==> src/rtl/rvfi_eot_pkg.sv <==
// rtl/rvfi_eot_pkg.sv - shared types, constants and helpers for the end-of-test monitor
package rvfi_eot_pkg;

   typedef enum logic [1:0] {
      RUN   = 2'd0,
      DRAIN = 2'd1,
      DONE  = 2'd2
   } eot_state_e;

   localparam logic [31:0] EOT_TIMEOUT_CODE = 32'hFFFF_FFFF;
   localparam int          MAX_PORTS        = 8;

   // Per-port hit vector, sized for the widest supported configuration.
   typedef logic [MAX_PORTS-1:0] hit_vec_t;

   function automatic logic [3:0] popcount(input hit_vec_t v, input int n);
      logic [3:0] c;
      c = 4'd0;
      for (int i = 0; i < MAX_PORTS; i++) begin
         if (i < n) c = c + 4'(v[i]);
      end
      return c;
   endfunction

endpackage

==> src/rtl/rvfi_eot_monitor_if.sv <==
// rtl/rvfi_eot_monitor_if.sv - RVFI-style commit port bundle between core and monitor
interface rvfi_eot_monitor_if #(
   parameter int NR_PORTS = 2,
   parameter int PLEN     = 56
);
   logic [NR_PORTS-1:0]      valid_i;
   logic [NR_PORTS-1:0]      trap_i;
   logic [NR_PORTS-1:0]      mem_we_i;
   logic [NR_PORTS*PLEN-1:0] mem_paddr_i;
   logic [NR_PORTS*32-1:0]   mem_wdata_i;

   modport master (
      output valid_i, trap_i, mem_we_i, mem_paddr_i, mem_wdata_i
   );

   modport slave (
      input valid_i, trap_i, mem_we_i, mem_paddr_i, mem_wdata_i
   );
endinterface

==> src/rtl/rvfi_eot_prio_sel.sv <==
// rtl/rvfi_eot_prio_sel.sv - lowest-index-first selector over per-port tohost hits
module rvfi_eot_prio_sel #(
   parameter int NR_PORTS = 2,
   parameter int IDX_W    = 1
) (
   input  logic [NR_PORTS-1:0]    hit_i,
   input  logic [NR_PORTS*32-1:0] wdata_i,
   output logic                   hit_o,
   output logic [IDX_W-1:0]       idx_o,
   output logic [31:0]            wdata_o
);

   // Scan from the top down so the lowest hitting port is written last and wins.
   always_comb begin
      hit_o   = |hit_i;
      idx_o   = '0;
      wdata_o = '0;
      for (int i = NR_PORTS - 1; i >= 0; i--) begin
         if (hit_i[i]) begin
            idx_o   = IDX_W'(i);
            wdata_o = wdata_i[i*32 +: 32];
         end
      end
   end

endmodule

==> src/rtl/rvfi_eot_monitor.sv <==
// rtl/rvfi_eot_monitor.sv - tohost/timeout end-of-test detector with retire and trap counters
// Optional trace log is enabled by defining RVFI_EOT_TRACE_EN.
module rvfi_eot_monitor
   import rvfi_eot_pkg::*;
#(
   parameter int NR_PORTS     = 2,
   parameter int PLEN         = 56,
   parameter int CNT_W        = 48,
   parameter int DRAIN_CYCLES = 8
) (
   input  logic                clk_i,
   input  logic                rst_ni,
   input  logic                clear_i,
   rvfi_eot_monitor_if.slave   cmt,
`ifdef RVFI_EOT_TRACE_EN
   input  logic [NR_PORTS*32-1:0] cause_i,
`endif
   input  logic [PLEN-1:0]     tohost_addr_i,
   input  logic [CNT_W-1:0]    timeout_i,
   output logic [31:0]         end_of_test_o,
   output logic                done_o,
   output logic [CNT_W-1:0]    cycle_cnt_o,
   output logic [CNT_W-1:0]    retired_cnt_o,
   output logic [CNT_W-1:0]    trap_cnt_o
);

   localparam int IDX_W = (NR_PORTS > 1) ? $clog2(NR_PORTS) : 1;

   eot_state_e       state_q, state_d;
   logic [31:0]      drain_q, drain_d;
   logic [31:0]      code_q, code_d;
   logic [31:0]      eot_q, eot_d;
   logic             done_q, done_d;
   logic [CNT_W-1:0] cyc_q, cyc_d;
   logic [CNT_W-1:0] ret_q, ret_d;
   logic [CNT_W-1:0] trp_q, trp_d;

   logic [NR_PORTS-1:0] tohost_hit;
   logic                sel_hit;
   logic [IDX_W-1:0]    sel_idx;
   logic [31:0]         sel_wdata;
   logic                timeout_hit;
   logic [3:0]          pop_valid;
   logic [3:0]          pop_trap;

   function automatic logic [CNT_W-1:0] sat_add(input logic [CNT_W-1:0] a, input logic [3:0] b);
      logic [CNT_W:0] s;
      s = {1'b0, a} + (CNT_W+1)'(b);
      return s[CNT_W] ? {CNT_W{1'b1}} : s[CNT_W-1:0];
   endfunction

   always_comb begin
      tohost_hit = '0;
      for (int i = 0; i < NR_PORTS; i++) begin
         tohost_hit[i] = cmt.valid_i[i] & cmt.mem_we_i[i] & (tohost_addr_i != '0)
                       & (cmt.mem_paddr_i[i*PLEN +: PLEN] == tohost_addr_i)
                       & cmt.mem_wdata_i[i*32];
      end
   end

   rvfi_eot_prio_sel #(
      .NR_PORTS (NR_PORTS),
      .IDX_W    (IDX_W)
   ) u_prio_sel (
      .hit_i   (tohost_hit),
      .wdata_i (cmt.mem_wdata_i),
      .hit_o   (sel_hit),
      .idx_o   (sel_idx),
      .wdata_o (sel_wdata)
   );

   assign timeout_hit = (timeout_i != '0) && (cyc_q >= timeout_i);
   assign pop_valid   = popcount(hit_vec_t'(cmt.valid_i), NR_PORTS);
   // A trap on a port that also retires is not a separate event.
   assign pop_trap    = popcount(hit_vec_t'(cmt.trap_i & ~cmt.valid_i), NR_PORTS);

   always_comb begin
      state_d = state_q;
      drain_d = drain_q;
      code_d  = code_q;
      cyc_d   = cyc_q;
      ret_d   = ret_q;
      trp_d   = trp_q;
      if (clear_i) begin
         state_d = RUN;
         drain_d = '0;
         code_d  = '0;
         cyc_d   = '0;
         ret_d   = '0;
         trp_d   = '0;
      end else begin
         case (state_q)
            RUN: begin
               cyc_d = sat_add(cyc_q, 4'd1);
               ret_d = sat_add(ret_q, pop_valid);
               trp_d = sat_add(trp_q, pop_trap);
               if (sel_hit || timeout_hit) begin
                  code_d = sel_hit ? sel_wdata : EOT_TIMEOUT_CODE;
                  if (DRAIN_CYCLES == 0) begin
                     state_d = DONE;
                  end else begin
                     state_d = DRAIN;
                     drain_d = 32'(DRAIN_CYCLES);
                  end
               end
            end
            DRAIN: begin
               ret_d   = sat_add(ret_q, pop_valid);
               trp_d   = sat_add(trp_q, pop_trap);
               drain_d = drain_q - 32'd1;
               // Leaving on the last count keeps done at exactly N+1+DRAIN_CYCLES.
               if (drain_q <= 32'd1) state_d = DONE;
            end
            DONE: begin
            end
            default: state_d = RUN;
         endcase
      end
      done_d = (state_d == DONE);
      eot_d  = done_d ? code_d : 32'd0;
   end

   always_ff @(posedge clk_i or negedge rst_ni) begin
      if (!rst_ni) begin
         state_q <= RUN;
         drain_q <= '0;
         code_q  <= '0;
         eot_q   <= '0;
         done_q  <= 1'b0;
         cyc_q   <= '0;
         ret_q   <= '0;
         trp_q   <= '0;
      end else begin
         state_q <= state_d;
         drain_q <= drain_d;
         code_q  <= code_d;
         eot_q   <= eot_d;
         done_q  <= done_d;
         cyc_q   <= cyc_d;
         ret_q   <= ret_d;
         trp_q   <= trp_d;
      end
   end

   assign end_of_test_o = eot_q;
   assign done_o        = done_q;
   assign cycle_cnt_o   = cyc_q;
   assign retired_cnt_o = ret_q;
   assign trap_cnt_o    = trp_q;

   a_sel_is_hit: assert property (@(posedge clk_i) disable iff (!rst_ni)
      sel_hit |-> tohost_hit[sel_idx]);

`ifdef RVFI_EOT_TRACE_EN
   always @(posedge clk_i) begin
      if (rst_ni && !clear_i && state_q != DONE) begin
         for (int i = 0; i < NR_PORTS; i++) begin
            if (cmt.valid_i[i])
               $display("%0d %0d %0d", cyc_q, i, ret_q);
            if (cmt.trap_i[i] && !cmt.valid_i[i])
               $display("%0d %0d trap %0d", cyc_q, i, cause_i[i*32 +: 32]);
         end
         if (state_d == DONE)
            $display("%0d exit %08h", cyc_q, code_d);
      end
   end
`endif

endmodule
==> src/flat_wrapper.sv <==
// flat-port wrapper written by rule: the top's interface ports become plain ports
module rvfi_eot_monitor_flat import rvfi_eot_pkg::*;
#(
   parameter int NR_PORTS     = 2,
   parameter int PLEN         = 56,
   parameter int CNT_W        = 48,
   parameter int DRAIN_CYCLES = 8
)
  (clk_i, rst_ni, clear_i, tohost_addr_i, timeout_i, end_of_test_o, done_o, cycle_cnt_o, retired_cnt_o, trap_cnt_o, cmt_valid_i, cmt_trap_i, cmt_mem_we_i, cmt_mem_paddr_i, cmt_mem_wdata_i);
  rvfi_eot_monitor_if #(.NR_PORTS(NR_PORTS), .PLEN(PLEN)) cmt_i ();
  input  logic clk_i;
  input  logic rst_ni;
  input  logic clear_i;
  input  logic [PLEN-1:0] tohost_addr_i;
  input  logic [CNT_W-1:0] timeout_i;
  output logic [31:0] end_of_test_o;
  output logic done_o;
  output logic [CNT_W-1:0] cycle_cnt_o;
  output logic [CNT_W-1:0] retired_cnt_o;
  output logic [CNT_W-1:0] trap_cnt_o;
  input wire logic [$bits(cmt_i.valid_i)-1:0] cmt_valid_i;
  input wire logic [$bits(cmt_i.trap_i)-1:0] cmt_trap_i;
  input wire logic [$bits(cmt_i.mem_we_i)-1:0] cmt_mem_we_i;
  input wire logic [$bits(cmt_i.mem_paddr_i)-1:0] cmt_mem_paddr_i;
  input wire logic [$bits(cmt_i.mem_wdata_i)-1:0] cmt_mem_wdata_i;
  assign cmt_i.valid_i = cmt_valid_i;
  assign cmt_i.trap_i = cmt_trap_i;
  assign cmt_i.mem_we_i = cmt_mem_we_i;
  assign cmt_i.mem_paddr_i = cmt_mem_paddr_i;
  assign cmt_i.mem_wdata_i = cmt_mem_wdata_i;
  rvfi_eot_monitor #(.NR_PORTS(NR_PORTS), .PLEN(PLEN), .CNT_W(CNT_W), .DRAIN_CYCLES(DRAIN_CYCLES)) u_core (.clk_i(clk_i), .rst_ni(rst_ni), .clear_i(clear_i), .cmt(cmt_i), .tohost_addr_i(tohost_addr_i), .timeout_i(timeout_i), .end_of_test_o(end_of_test_o), .done_o(done_o), .cycle_cnt_o(cycle_cnt_o), .retired_cnt_o(retired_cnt_o), .trap_cnt_o(trap_cnt_o));
endmodule
==> config.mk <==
export PLATFORM = sky130hd
export DESIGN_NAME = rvfi_eot_monitor_flat
export DESIGN_NICKNAME = d
export VERILOG_FILES = /design/src/rtl/rvfi_eot_pkg.sv /design/src/rtl/rvfi_eot_monitor_if.sv /design/src/rtl/rvfi_eot_prio_sel.sv /design/src/rtl/rvfi_eot_monitor.sv /design/src/flat_wrapper.sv
export SDC_FILE = /design/constraint.sdc
export NUM_CORES = 1
export LEC_CHECK = 0
export ABC_AREA = 1
export BUFFER_PORTS_ARGS = -buffer_cell sky130_fd_sc_hd__clkbuf_2
export CAP_MARGIN = 40
export CORE_UTILIZATION = 35
export CTS_CLUSTER_SIZE = 20
export DETAILED_ROUTE_END_ITERATION = 12
export PLACE_DENSITY_LB_ADDON = 0.2
export SYNTH_ARGS = -nofsm -noshare
export SYNTH_HDL_FRONTEND = slang
export SYNTH_SLANG_ARGS = --single-unit
==> constraint.sdc <==
create_clock -name clk_i -period 5.9 [get_ports clk_i]
set_clock_uncertainty 0.15 [all_clocks]
set_input_delay 1.77 -clock clk_i [delete_from_list [all_inputs] [get_ports clk_i]]
set_output_delay 1.77 -clock clk_i [all_outputs]
set_load 0.01 [all_outputs]
==> Word-level counts from Yosys, hierarchy flattened <==
Index checks and enable logic that the tools add are counted.
{ "word_totals": {"inputBits": 289, "elab_cells": 66, "regBits": 243, "out_inout_bits": 177} }
{ "classes": {"reduce_logical": 11, "magnitude_cmp": 2, "muxes": 23, "n_bitwise": 10, "n_eq_ne": 6, "n_addsub": 6} }
{ "ops": {"columns": ["op", "count"], "rows": [
  ["two-way mux 48 bit", 9],
  ["two-way mux 32 bit", 9],
  ["equality test 56 bit", 2],
  ["adder 48 x 4 -> 49 bit", 2],
  ["one-hot mux 32 bit (2 select lines)", 1],
  ["nonzero test 56 bit", 1],
  ["adder 48 x 1 -> 49 bit, second input constant", 1],
  ["greater-or-equal comparator 48 bit", 1],
  ["nonzero test 48 bit", 1],
  ["<= comparator 32 x 1 -> 1 bit, second input constant", 1],
  ["subtractor 32 x 1 -> 32 bit, second input constant", 1],
  ["AND 1 bit", 8],
  ["two-way mux 2 bit", 3],
  ["one-hot mux 2 bit (3 select lines)", 1],
  ["adder 1 x 1 -> 2 bit", 2],
  ["equality test 2 bit, second input constant", 2],
  ["nonzero test 2 bit", 2],
  ["OR reduction 2 bit", 2],
  ["!= test 3 x 2 -> 1 bit, second input constant", 1],
  ["nonzero test 3 bit", 1],
  ["AND 2 bit", 1],
  ["equality test 2 x 1 -> 1 bit, second input constant", 1],
  ["zero test 2 bit", 1],
  ["NOT 2 bit", 1],
  ["3 further kinds", 3]
]} }

==> Depth between registers and ports, before layout <==
{ "logic_depth": {"word_depth": 11, "depth_mapped": 20, "depth_no_buf": 20} }

==> Modules after synthesis <==
From an unflattened synthesis, not the netlist that was laid out.
{ "hier_totals": {"cells_unflattened": 2695, "area_unflattened_um2": 18589.1} }
{ "modules_own_cells": {"columns": ["module", "cells_per_inst", "area_per_inst_um2", "n_inst", "seq_area_each_um2"], "rows": [
  ["rvfi_eot_monitor", 2584, 17857.1, 1, 6080.8],
  ["rvfi_eot_prio_sel", 111, 732.0, 1, 0.0]
]} }

==> Worst setup path before layout <==
No wires, ideal clock.
{ "synth_path": {"path_type": "input -> register", "startpoint": "input port cmt_trap_i[0]", "endpoint": "register u_core.trp_q[42] (netlist: u_core.trap_cnt_o[42])", "t_required_ns": 5.630, "setup_slack_ns": 1.660, "stages": 20, "setup_ns": 0.120, "path_buffers": 0, "arrival_ns": 3.970, "path_cell_list": "inv_1 -> nor2_1 -> ha_1 -> ha_1 -> inv_1 -> fa_1 -> inv_1 -> nand2_1 -> nor2_4 -> nand2_2 -> nor2_2 -> nand3_2 -> nor2_2 -> nand2_2 -> nor2_2 -> nand2_1 -> nand2_1 -> nand2_1 -> o21ai_1 -> nand2_1"} }
{ "synth_via": {"elab_chain_cells": 6} }
{ "synth_lines": {"columns": ["item", "line", "rtl"], "rows": [
  ["start, declared", "flat_wrapper.sv:22", "input wire logic [$bits(cmt_i.trap_i)-1:0] cmt_trap_i;"],
  ["AND 2 bit", "rvfi_eot_monitor.sv:75", "assign pop_trap = popcount(hit_vec_t'(cmt.trap_i & ~cmt.valid_i), NR_PORTS);"],
  ["adder 1 x 1 -> 2 bit", "rvfi_eot_pkg.sv:20", "if (i < n) c = c + 4'(v[i]);"],
  ["adder 48 x 4 -> 49 bit", "rvfi_eot_monitor.sv:48", "s = {1'b0, a} + (CNT_W+1)'(b);"],
  ["two-way mux 48 bit", "rvfi_eot_monitor.sv:49", "return s[CNT_W] ? {CNT_W{1'b1}} : s[CNT_W-1:0];"],
  ["two-way mux 48 bit", null, null],
  ["two-way mux 48 bit", "rvfi_eot_monitor.sv:84", "if (clear_i) begin"],
  ["end signal, assigned", "rvfi_eot_monitor.sv:141", "trp_q <= trp_d;"],
  ["end, declared", "rvfi_eot_monitor.sv:36", "logic [CNT_W-1:0] trp_q, trp_d;"]
]} }
No other way between the ends. The select of a mux whose other input is x is not followed.
A chain may end at the register's enable or synchronous reset.

==> Worst setup path after layout <==
{ "layout_path": {"startpoint": "input port cmt_valid_i[0]", "endpoint": "register u_core.ret_q[42] (netlist: u_core.retired_cnt_o[42])"} }
{ "layout_via": {"elab_chain_cells": 5} }
{ "layout_lines": {"columns": ["item", "line", "rtl"], "rows": [
  ["start, declared", "flat_wrapper.sv:21", "input wire logic [$bits(cmt_i.valid_i)-1:0] cmt_valid_i;"],
  ["adder 1 x 1 -> 2 bit", "rvfi_eot_pkg.sv:20", null],
  ["adder 48 x 4 -> 49 bit", "rvfi_eot_monitor.sv:48", null],
  ["two-way mux 48 bit", "rvfi_eot_monitor.sv:49", null],
  ["two-way mux 48 bit", null, null],
  ["two-way mux 48 bit", "rvfi_eot_monitor.sv:84", null],
  ["end signal, assigned", "rvfi_eot_monitor.sv:140", "ret_q <= ret_d;"],
  ["end, declared", "rvfi_eot_monitor.sv:35", "logic [CNT_W-1:0] ret_q, ret_d;"]
]} }
No other way between the ends. The select of a mux whose other input is x is not followed.

==> reports/results.tsv <==
metric	value	unit
worst min-delay path startpoint	u_core.drain_q[1]	
number of synthesized register bits	243	
final max-slew violation count	0	
Min-Delay Endpoint	u_core.drain_q[1]	
wire length of the first global-routing pass	109000	µm
number of sinks on the clock net	243	
worst r2r dst	u_core.cycle_cnt_o[7]	
total wire length	70100	µm
sw frac	26.1	%
Filler Cell Count	6058	
vias in the first global route	19600	
layout cells sized above 1	17.2	%
HP Class	reg2reg	
FMAX	0.236	GHz
Setup Total Neg Slack	0	ns
Via density	4.77	
DP Area	22600	µm²
count of cells resized by post-cts repair	0	
kind of cell adding the most delay to the critical path	simple AND/OR/NAND/NOR gates	
Avg Cell Area, Syn	6.19	µm²
Final Hold Viols	0	
starting density of the core	35.4	%
number of primary I/O pins	466	
FF+latch area	6080	µm²
number of I/O port buffers	465	
part of the power in the clock network	47.4	%
Stages on worst setup path	19	
core area	55000	µm²
warnings from Yosys	0	
Routability Congestion	0.963	
Gate power share	11.5	%
period utilization	71.7	%
leading cell types by total area after synthesis	sky130_fd_sc_hd__dfrtp_1 31%, sky130_fd_sc_hd__nand2_1 20%, sky130_fd_sc_hd__inv_1 11%, sky130_fd_sc_hd__nor2_1 6.8%, sky130_fd_sc_hd__nand3_1 4.4%	
CTS tree	built	
worst skew pair latency	0.60	ns
cell seen most often among critical-path stages	sky130_fd_sc_hd__nand2_1	
count of standard-cell rows	86	
outcome	finished clean	
capturing element type of the critical path	flop	
# DRC	0	
DIE WIDTH	238	µm
number of max-capacitance violations reported	0	
worst setup slack after layout	1.67	ns
Worst R2R Start	u_core.cycle_cnt_o[0]	
vertical extent of the die	238	µm
placed cells	4303	
number of antenna violations at the first check in global routing	4	
Worst EP required	6.20	ns
worst setup path class	in2reg	
slew of the pin with the lowest slew margin	0.896	ns
cell type contributing the most total cell area after synthesis	sky130_fd_sc_hd__dfrtp_1	
final routed wire length divided by cell count	16.1	µm
pin count of the biggest net entering global routing	91	
total leakage power	13.2	nW
worst-case hold slack	0.318	ns
total track usage	24.5	%
Async SR Flop Fraction	100	%
clock input transition at the sequential cells of the worst setup and hold paths	0.06	ns
residual overflow from global routing	0	
portion of synthesized cell area occupied by the leading cell type	31.3	%
Hold Buf Count CTS	0	
Critical Path, Cell by Cell	clkbuf_2, ha_1, ha_1, inv_1, fa_1, inv_1, nand2_1, nor2_4, nand2_2, nor2_2, nand3_2, nor2_2, nand2_2, nor2_2, nand2_1, nand2_1, nand3_1, nand2_1, o21ai_1	
number of vias in the routed layout	20800	
internal power of the cells	3.03	mW
net count of the finished layout	3935	
IR drop worst, VDD	0.000208	V
Place WS	1.12	ns
final core area utilization	43.1	%
largest stage delay on the critical path	0.35	ns
Power Density	173	nW/µm²
total half-perimeter wirelength after legalization and detailed placement	55500	µm
R2R setup slack	2.31	ns
DRT Pass-1 Iters	5	
combined buffer and inverter count along the critical path	3	
multi-input combinational cell area	10900	µm²
fraction of power consumed by sequential logic	41.1	%
number of setup violations in the final report	0	
portion of the post-synthesis area used by sequential elements	31.3	%
synthesis-to-finish area growth	21.7	%
Longest Clk Path Bufs	3	
normalized max-slew margin	40.3	%
endpoint arrival time on the critical path	4.54	ns
number of routed nets with antenna violations	0	
buffers inserted during post-CTS setup optimization	0	
H-tree Lvls	1	
post-route non-filler standard cell count	4361	
cell count after synthesis	3143	
Startpoint Class	primary input	
Primary FF master, synth	sky130_fd_sc_hd__dfrtp_1	
Die Outline Area	56500	µm²
standard cell with the maximum stage delay on the critical path	sky130_fd_sc_hd__ha_1	
final instance area	23700	µm²
number of stages on the worst hold path	2	
count of flip-flops with a built-in enable after synthesis	0	
most frequently used cell type in the post-synthesis netlist	sky130_fd_sc_hd__nand2_1	
Root Driver	sky130_fd_sc_hd__clkbuf_16	
depth of the most critical reg-to-reg path	12	
count of cell types in the netlist	45	
Sw Pwr	1.07	mW
Iteration-0 DRC Markers	1265	
leading post-synthesis cells by instance count	1054 x sky130_fd_sc_hd__nand2_1, 550 x sky130_fd_sc_hd__inv_1, 354 x sky130_fd_sc_hd__nor2_1	
post-route total power	4.11	mW
Syn Nets	3491	
setup repair after global routing missed its margin	no	
area of the mapped netlist	19500	µm²
clock buffers created by TritonCTS	30	
post-layout min period	4.23	ns
maximum fanout encountered on the critical timing path	5	
==> worst register-to-register path: cells and delay by family, from the launching register on <==
family | cells | cell delay (ns)
flip-flops | 1 | 0.51
buffers and inverters | 2 | 0.64
adder cells (fa/ha/maj) | 1 | 0.40
AND/OR/NAND/NOR | 7 | 1.59
AO/OA/AOI/OAI | 2 | 0.22
==> how the worst max path moves through the flow <==
stage / start / endpoint / slack [ns]
global placement: cmt_valid_i[0] / u_core.retired_cnt_o[42] / 1.19
detailed placement: cmt_valid_i[0] / u_core.retired_cnt_o[42] / 1.12
CTS: cmt_valid_i[0] / u_core.retired_cnt_o[42] / 1.76
global route: cmt_valid_i[0] / u_core.retired_cnt_o[42] / 1.45
floorplan: cmt_trap_i[0] / u_core.trap_cnt_o[42] / 1.66
finish: cmt_valid_i[0] / u_core.retired_cnt_o[42] / 1.67
==> sequential cells by signal (all words and copies together) (netlist names) <==
signal	count
u_core.end_of_test_o	32
u_core.done_o	1
u_core.drain_q	32
u_core.state_q	2
u_core.retired_cnt_o	48
u_core.code_q	32
u_core.cycle_cnt_o	48
u_core.trap_cnt_o	48
==> power groups by stage <==
stage,sequential [mW],combinational (mW),clock [mW]
2_1_floorplan,1.72,0.225,0
3_3_place_gp,1.72,0.474,0
3_5_place_dp,1.72,0.475,0
4_1_cts,1.69,0.477,2.01
5_1_grt,1.69,0.537,2.07
6_report,1.69,0.470,1.95
==> cells by family after synthesis <==
group           Yosys count  synth area share [%]
fa+ha+maj                59                  3.87
flops                   243                  31.3
simple gates           1847                  40.3
xor+xnor                127                  5.72
buf+inv                 644                  12.8
compound gates          223                  6.02
==> routing by layer <==
metal  up-vias  routed length, µm  track usage (%)
li1      10600                  -                -
met1      9352              29500             30.7
met2       706              34000             42.5
met3       114               4440             3.59
met4         0               2200             8.58
met5         -                  0                0
==> cell type report <==
type / instances / share of cell area (%)
Clock inverter: 10 / 0.634
Antenna cell: 3 / 0.0317
Sequential cell: 243 / 25.7
Tap cell: 748 / 3.95
Clock buffer: 45 / 3.79
Inverter: 568 / 9.01
Timing Repair Buffer: 488 / 10.8
Multi-Input combinational cell: 2256 / 46.1
==> layout by cell type (no fill, tap or decap), drive strengths merged <==
| cell | n |
|---|---|
| o21bai | 1 |
| diode | 3 |
| nor3 | 83 |
| or2 | 14 |
| nor3b | 2 |
| clkinv | 8 |
| o22ai | 10 |
| o31ai | 2 |
| nor4 | 33 |
| nand3 | 177 |
| nand4 | 94 |
| dfrtp | 243 |
| inv | 567 |
| a211oi | 1 |
| and2 | 2 |
| xor2 | 89 |
| bufinv | 3 |
| clkbuf | 509 |
| fa | 2 |
| a21oi | 35 |
| nor2 | 374 |
| a21o | 3 |
| nand3b | 5 |
| o211ai | 2 |
| o21a | 2 |
| and3 | 1 |
| nand2 | 1062 |
| a22o | 2 |
| buf | 24 |
| xnor2 | 38 |
| ha | 57 |
| o21ai | 165 |
No activity file was read; power rests on OpenSTA's default activity.
